$ cat src/rtl/lsu_top.sv
// lsu_top: load/store unit, one outstanding req/gnt/rvalid transaction, single-cycle pass-through for ALU results.
// Optional LSU_MISALIGN_TRAP_EN: trap misaligned half/word accesses instead of silently aligning them down.
module lsu_top #(
  parameter int TIMEOUT_CYC = 255
) (
  input  logic        clk_i,
  input  logic        rst_i,
  input  logic        alu_out_vld_i,
  input  logic [31:0] alu_out_i,
  input  logic [31:0] alu_rs2_data_i,
  input  logic [4:0]  alu_rd_i,
  input  logic        alu_rd_wen_i,
  input  logic [3:0]  alu_ls_i,
  input  logic        alu_lsign_i,
  output logic        lsu_ready_o,
  output logic        dmem_req_o,
  output logic        dmem_we_o,
  output logic [31:0] dmem_addr_o,
  output logic [31:0] dmem_wdata_o,
  output logic [3:0]  dmem_be_o,
  input  logic        dmem_gnt_i,
  input  logic        dmem_rvalid_i,
  input  logic [31:0] dmem_rdata_i,
  output logic        lsu_wb_vld_o,
  output logic [4:0]  lsu_wb_rd_o,
  output logic        lsu_wb_wen_o,
  output logic [31:0] lsu_wb_data_o,
  output logic        lsu_err_o,
  output logic        lsu_misalign_o
);
  typedef enum logic [1:0] {IDLE, REQ, WAIT} state_e;
  state_e state_q, state_d;
  logic        req_q, req_d, we_q, we_d, wb_vld_q, wb_vld_d, wb_wen_q, wb_wen_d;
  logic        err_q, err_d, mis_q, mis_d, rd_wen_q, rd_wen_d, sign_q, sign_d;
  logic [31:0] addr_q, addr_d, wdata_q, wdata_d, wb_data_q, wb_data_d;
  logic [3:0]  be_q, be_d;
  logic [4:0]  wb_rd_q, wb_rd_d, rd_q, rd_d;
  logic [1:0]  size_q, size_d, off_q, off_d;
  logic [7:0]  cnt_q, cnt_d;
  logic [1:0]  op, sz, off;
  logic        is_mem, trap;
  logic [3:0]  be;
  logic [31:0] wdata, lane, ld;
  assign op     = alu_ls_i[3:2];
  assign sz     = alu_ls_i[1:0];
  assign is_mem = (op == 2'b01 || op == 2'b10) && sz != 2'b11;
  // offset is aligned down per size so misaligned accesses degrade to the containing lane
  assign off    = sz == 2'b00 ? alu_out_i[1:0] : sz == 2'b01 ? {alu_out_i[1], 1'b0} : 2'b00;
  assign be     = (sz == 2'b00 ? 4'b0001 : sz == 2'b01 ? 4'b0011 : 4'b1111) << off;
  assign wdata  = sz == 2'b00 ? {4{alu_rs2_data_i[7:0]}} : sz == 2'b01 ? {2{alu_rs2_data_i[15:0]}} : alu_rs2_data_i;
`ifdef LSU_MISALIGN_TRAP_EN
  assign trap   = (sz == 2'b01 && alu_out_i[0]) || (sz == 2'b10 && alu_out_i[1:0] != 2'b00);
`else
  assign trap   = 1'b0;
`endif
  assign lane   = dmem_rdata_i >> {off_q, 3'b000};
  assign ld     = size_q == 2'b00 ? {{24{sign_q & lane[7]}}, lane[7:0]} :
                  size_q == 2'b01 ? {{16{sign_q & lane[15]}}, lane[15:0]} : lane;
  always_comb begin
    state_d = state_q; req_d = req_q; we_d = we_q; addr_d = addr_q; wdata_d = wdata_q; be_d = be_q;
    wb_vld_d = 1'b0; wb_rd_d = wb_rd_q; wb_wen_d = wb_wen_q; wb_data_d = wb_data_q;
    err_d = 1'b0; mis_d = 1'b0; cnt_d = cnt_q;
    rd_d = rd_q; rd_wen_d = rd_wen_q; size_d = size_q; sign_d = sign_q; off_d = off_q;
    case (state_q)
      IDLE: if (alu_out_vld_i) begin
        wb_rd_d = alu_rd_i;
        if (!is_mem || trap) begin
          wb_vld_d = 1'b1; wb_wen_d = !is_mem && alu_rd_wen_i; wb_data_d = is_mem ? 32'd0 : alu_out_i; mis_d = is_mem;
        end else begin
          wb_rd_d = wb_rd_q; state_d = REQ; req_d = 1'b1; we_d = op[1];
          addr_d = {alu_out_i[31:2], 2'b00}; be_d = be; wdata_d = wdata;
          rd_d = alu_rd_i; rd_wen_d = alu_rd_wen_i; size_d = sz; sign_d = alu_lsign_i; off_d = off;
        end
      end
      REQ: if (dmem_gnt_i) begin
        req_d = 1'b0; cnt_d = 8'd0; state_d = we_q ? IDLE : WAIT;
        if (we_q) begin
          wb_vld_d = 1'b1; wb_rd_d = rd_q; wb_wen_d = 1'b0; wb_data_d = 32'd0;
        end
      end
      WAIT: if (dmem_rvalid_i || cnt_q == 8'(TIMEOUT_CYC - 1)) begin
        state_d = IDLE; wb_vld_d = 1'b1; wb_rd_d = rd_q; err_d = !dmem_rvalid_i;
        wb_wen_d = dmem_rvalid_i && rd_wen_q; wb_data_d = dmem_rvalid_i ? ld : 32'd0;
      end else cnt_d = cnt_q + 8'd1;
      default: state_d = IDLE;
    endcase
  end
  always_ff @(posedge clk_i or posedge rst_i) begin
    if (rst_i) begin
      state_q <= IDLE; req_q <= 1'b0; we_q <= 1'b0; addr_q <= '0; wdata_q <= '0; be_q <= '0;
      wb_vld_q <= 1'b0; wb_rd_q <= '0; wb_wen_q <= 1'b0; wb_data_q <= '0; err_q <= 1'b0; mis_q <= 1'b0;
      cnt_q <= '0; rd_q <= '0; rd_wen_q <= 1'b0; size_q <= '0; sign_q <= 1'b0; off_q <= '0;
    end else begin
      state_q <= state_d; req_q <= req_d; we_q <= we_d; addr_q <= addr_d; wdata_q <= wdata_d; be_q <= be_d;
      wb_vld_q <= wb_vld_d; wb_rd_q <= wb_rd_d; wb_wen_q <= wb_wen_d; wb_data_q <= wb_data_d;
      err_q <= err_d; mis_q <= mis_d; cnt_q <= cnt_d;
      rd_q <= rd_d; rd_wen_q <= rd_wen_d; size_q <= size_d; sign_q <= sign_d; off_q <= off_d;
    end
  end
  assign lsu_ready_o    = state_q == IDLE;
  assign dmem_req_o     = req_q;
  assign dmem_we_o      = we_q;
  assign dmem_addr_o    = addr_q;
  assign dmem_wdata_o   = wdata_q;
  assign dmem_be_o      = be_q;
  assign lsu_wb_vld_o   = wb_vld_q;
  assign lsu_wb_rd_o    = wb_rd_q;
  assign lsu_wb_wen_o   = wb_wen_q;
  assign lsu_wb_data_o  = wb_data_q;
  assign lsu_err_o      = err_q;
  assign lsu_misalign_o = mis_q;
endmodule

$ cat config.mk
export PLATFORM = sky130hd
export DESIGN_NAME = lsu_top
export DESIGN_NICKNAME = d
export VERILOG_FILES = /design/src/rtl/lsu_top.sv
export SDC_FILE = /design/constraint.sdc
export NUM_CORES = 1
export LEC_CHECK = 0
export CAP_MARGIN = 10
export CORE_MARGIN = 4
export CORE_UTILIZATION = 45
export CTS_CLUSTER_DIAMETER = 100
export CTS_CLUSTER_SIZE = 16
export DETAILED_ROUTE_END_ITERATION = 10
export PLACE_DENSITY_LB_ADDON = 0.1
export SLEW_MARGIN = 30
export SYNTH_ARGS = -nofsm -noshare
export SYNTH_HDL_FRONTEND = slang
export SYNTH_SLANG_ARGS = --single-unit
$ cat constraint.sdc
create_clock -name clk_i -period 10.6 [get_ports clk_i]
set_clock_uncertainty 0.2 [all_clocks]
set_input_delay 2.12 -clock clk_i [delete_from_list [all_inputs] [get_ports clk_i]]
set_output_delay 2.12 -clock clk_i [all_outputs]
set_load 0.01 [all_outputs]
==> results.md <==
* Status: completed
* CP arrival at 4.77 ns
* Worst-path clk slew at ~0.060 ns
* Post-Syn Area at around 6300 sq um
* Leading area contributor after synthesis: dfrtp_1
* Most used DFF post-synth: dfrtp_1
* # diodes at 0
* Max VDD drop at approximately 0.18 mV
* Postcts setup bufs at 0
* First-pass GRT wire length at around 30000 um
* Maximum capacitance violations at 0
* Grt ovf at 0
* Area share of the largest cell type after synthesis at approximately half
* CP required at 10.74 ns
* Compound-cell area share of the yosys netlist at 16.2%
* Worst Hold Class: register to register
* Worst-margin pin slew at 0.702 ns
* H-tree depth at 4
* Pre-CTS WS at roughly 5.6 ns
* Placed instance count at between 1000 and 1500
* Initial Util at 45.8%
* DR iter-0 viols at between 300 and 400
* CP Max Fanout at 76
* I/O pin count at 224
* Largest net degree at the start of global routing at 78
* Final HPWL DP at between 10000 and 15000 um
* Number of cells on the worst reg-to-reg path at 8
* CP Launch Type: input pin
* Pwr dens at 304 nW/um^2
* RSZ-0062 raised after global routing: false
* Worst Slack Setup Final at ~6 ns
* IO Port Bufs at between 200 and 250
* Crit. End Element: register
* Gate Count Post-Synth at 716
* Hold Buf Count CTS at 0
* P&R area growth vs syn at 45.5%
* Synth Area in XOR/XNOR at less than 1%
* Number of CTS-inserted buffers at 17
* Gp weighted congestion at between 0.8 and 0.9
* Worst hold start: dmem_addr_o[4]$_DFFE_PP0P_
* Syn Area/Cell at 8.85 sq um
* # rows at 43
* Max clock buf depth at 2
* Clk sinks at approximately 130
* Fmax achieved at 216 MHz
* Final setup vio count at 0
* Hold Crit Depth at 2
* Area of the core at 13800 sq um
* Synth warn at 0
* Final nets at 1036
* Share of cells above drive strength 1 at ~5.0%
* Final worst-path cycle share at 43.7%
* Cell leakage power at just over 0.004 uW
* Max-slew violation count at 0
* Die width at between 100 and 150 um
* Fin util at between 60% and 70%
* Final Hold Vio Count at 0
* Die ar. at ~16000 sq um
* Initial antenna violation count at 0
* Fillers at approximately 1100
* DR vias/cell at around 5.3
* Setup TNS at 0 ns
* Vias in the first global route at between 5000 and 6000
* Number of synthesized register bits at around 130
* Adder-cell share of the synthesized area at under 10%
* Post-synthesis mux area share at between 7 and 8%
* Synth Area in Simple Gates at 19.6%
* Clk_lat worst skew at roughly 0.42 ns
* Post-CTS sizing at 0
* Commonest non-fill, non-tap cells in the layout: clkdlybuf4s50_1, nand2_1, dfrtp_1
* Drt drc at 0
* Most common cell after layout, fill and taps aside: clkdlybuf4s50_1
* Die height at roughly 130 um
* Main combinational cell family by area after synthesis: simple AND/OR/NAND/NOR gates
* Post-layout power at 2800 uW
* Pre-antenna DRT Iters at 5
* Critical R2R Launch: state_q[0]$_DFFE_PP0P_
* Crit Path Class: input pin to register
* Antenna Nets Post-Route at 0
* Post-synth EDFFs at 0
* Synth async-reset ratio at 100%
* Slew HR at a little over half
* Cell variety after synth at 47
* Non-Filler Instances at roughly 1100
* Post-DR wirelength/cell at ~17 um
* Ranking of synthesized cells by area: dfrtp_1, nand2_1, mux2i_1
* Critical Path Start: alu_ls_i[0]
* CTS tree: yes
* Vias at around 5900
* Final min period at around 4.6 ns
* Seq/Total Area, Yosys at about 51%
* Overall Global Routing Usage at between 20% and 30%
* Clk root buf: clkbuf_16
* WL final at 19400 um
## flip-flops by register name, indices dropped and copies added, names as in the netlist
name / count
dmem_addr_o: 30
dmem_req_o: 1
sign_q: 1
dmem_wdata_o: 32
dmem_be_o: 4
off_q: 2
lsu_err_o: 1
lsu_wb_vld_o: 1
cnt_q: 8
lsu_wb_data_o: 32
rd_wen_q: 1
rd_q: 5
size_q: 2
dmem_we_o: 1
lsu_wb_rd_o: 5
lsu_wb_wen_o: 1
state_q: 2
## power breakdown
part | leakage [uW] | switching (uW) | internal [uW] | total [uW]
Sequential | 0.00156 | 164 | 735 | 899
Combinational | 0.00218 | 669 | 648 | 1320
Clock | 0.000288 | 206 | 381 | 586
Total | 0.00403 | 1040 | 1760 | 2800
## metrics by stage
stage	hold slack (ns)	cell area (sq um)
CTS	0.276	9220
floorplan	0.245	6340
detailed placement	0.262	8630
finish	0.276	9220
global route	0.292	9220
global placement	0.257	8620
## worst max-delay path: stages
cell             delay [ns]
clkdlybuf4s50_1        0.90
and2_1                 0.32
o21ai_1                0.15
a2111oi_4              0.37
buf_4                  0.61
nor2_1                 0.08
a31oi_1                0.17
## final timing paths
path,endpoint,slack (ns)
setup / recovery,lsu_wb_data_o[22]$_DFFE_PP0P_,5.97
hold / removal,dmem_addr_o[4]$_DFFE_PP0P_,0.28
setup reg to reg,lsu_wb_data_o[22]$_DFFE_PP0P_,7.90
hold reg to reg,dmem_addr_o[4]$_DFFE_PP0P_,0.28
max in group asynchronous,off_q[1]$_DFFE_PP0P_,7.22
min in group asynchronous,cnt_q[5]$_DFFE_PP0P_,1.91
## cell type report
class | instances | area (sq um) | share of cell area, %
Sequential cell | 129 | 3230 | 35.0
Inverter | 8 | 35.0 | 0.380
Tap cell | 180 | 225 | 2.44
Clock buffer | 26 | 519 | 5.63
Multi-Input combinational cell | 534 | 2880 | 31.2
Timing Repair Buffer | 227 | 2260 | 24.5
Clock inverter | 4 | 72.6 | 0.787
## cell families after synthesis
family                     after synthesis
adders and majority gates                7
xor gates and xnor gates                 4
and+or+nand+nor                        303
DFF                                    129
buffers and inverters                   55
AOI/OAI and AO/OA                      170
other                                    1
muxes                                   47
## cell usage after synthesis, drive strengths merged, types with 4 or more instances
cell type  number
nor2b          10
nand3           6
mux2i          46
a21oi          81
o21ai          31
nand2b          7
xnor2           4
a22oi           7
buf            21
and2            4
a2bb2oi         8
ha              7
a31oi          10
nand2         186
dfrtp         129
inv             7
nor2           78
a211oi         17
clkbuf         26
## metal layers
metal,up-vias,part of all wire [%],GRT usage [%]
li1,2821,-,-
met1,2781,41,30.0
met2,203,48,38.6
met3,47,7.8,8.72
met4,0,3.3,10.5
met5,-,0,0
Power figures use the tool's default switching activity.
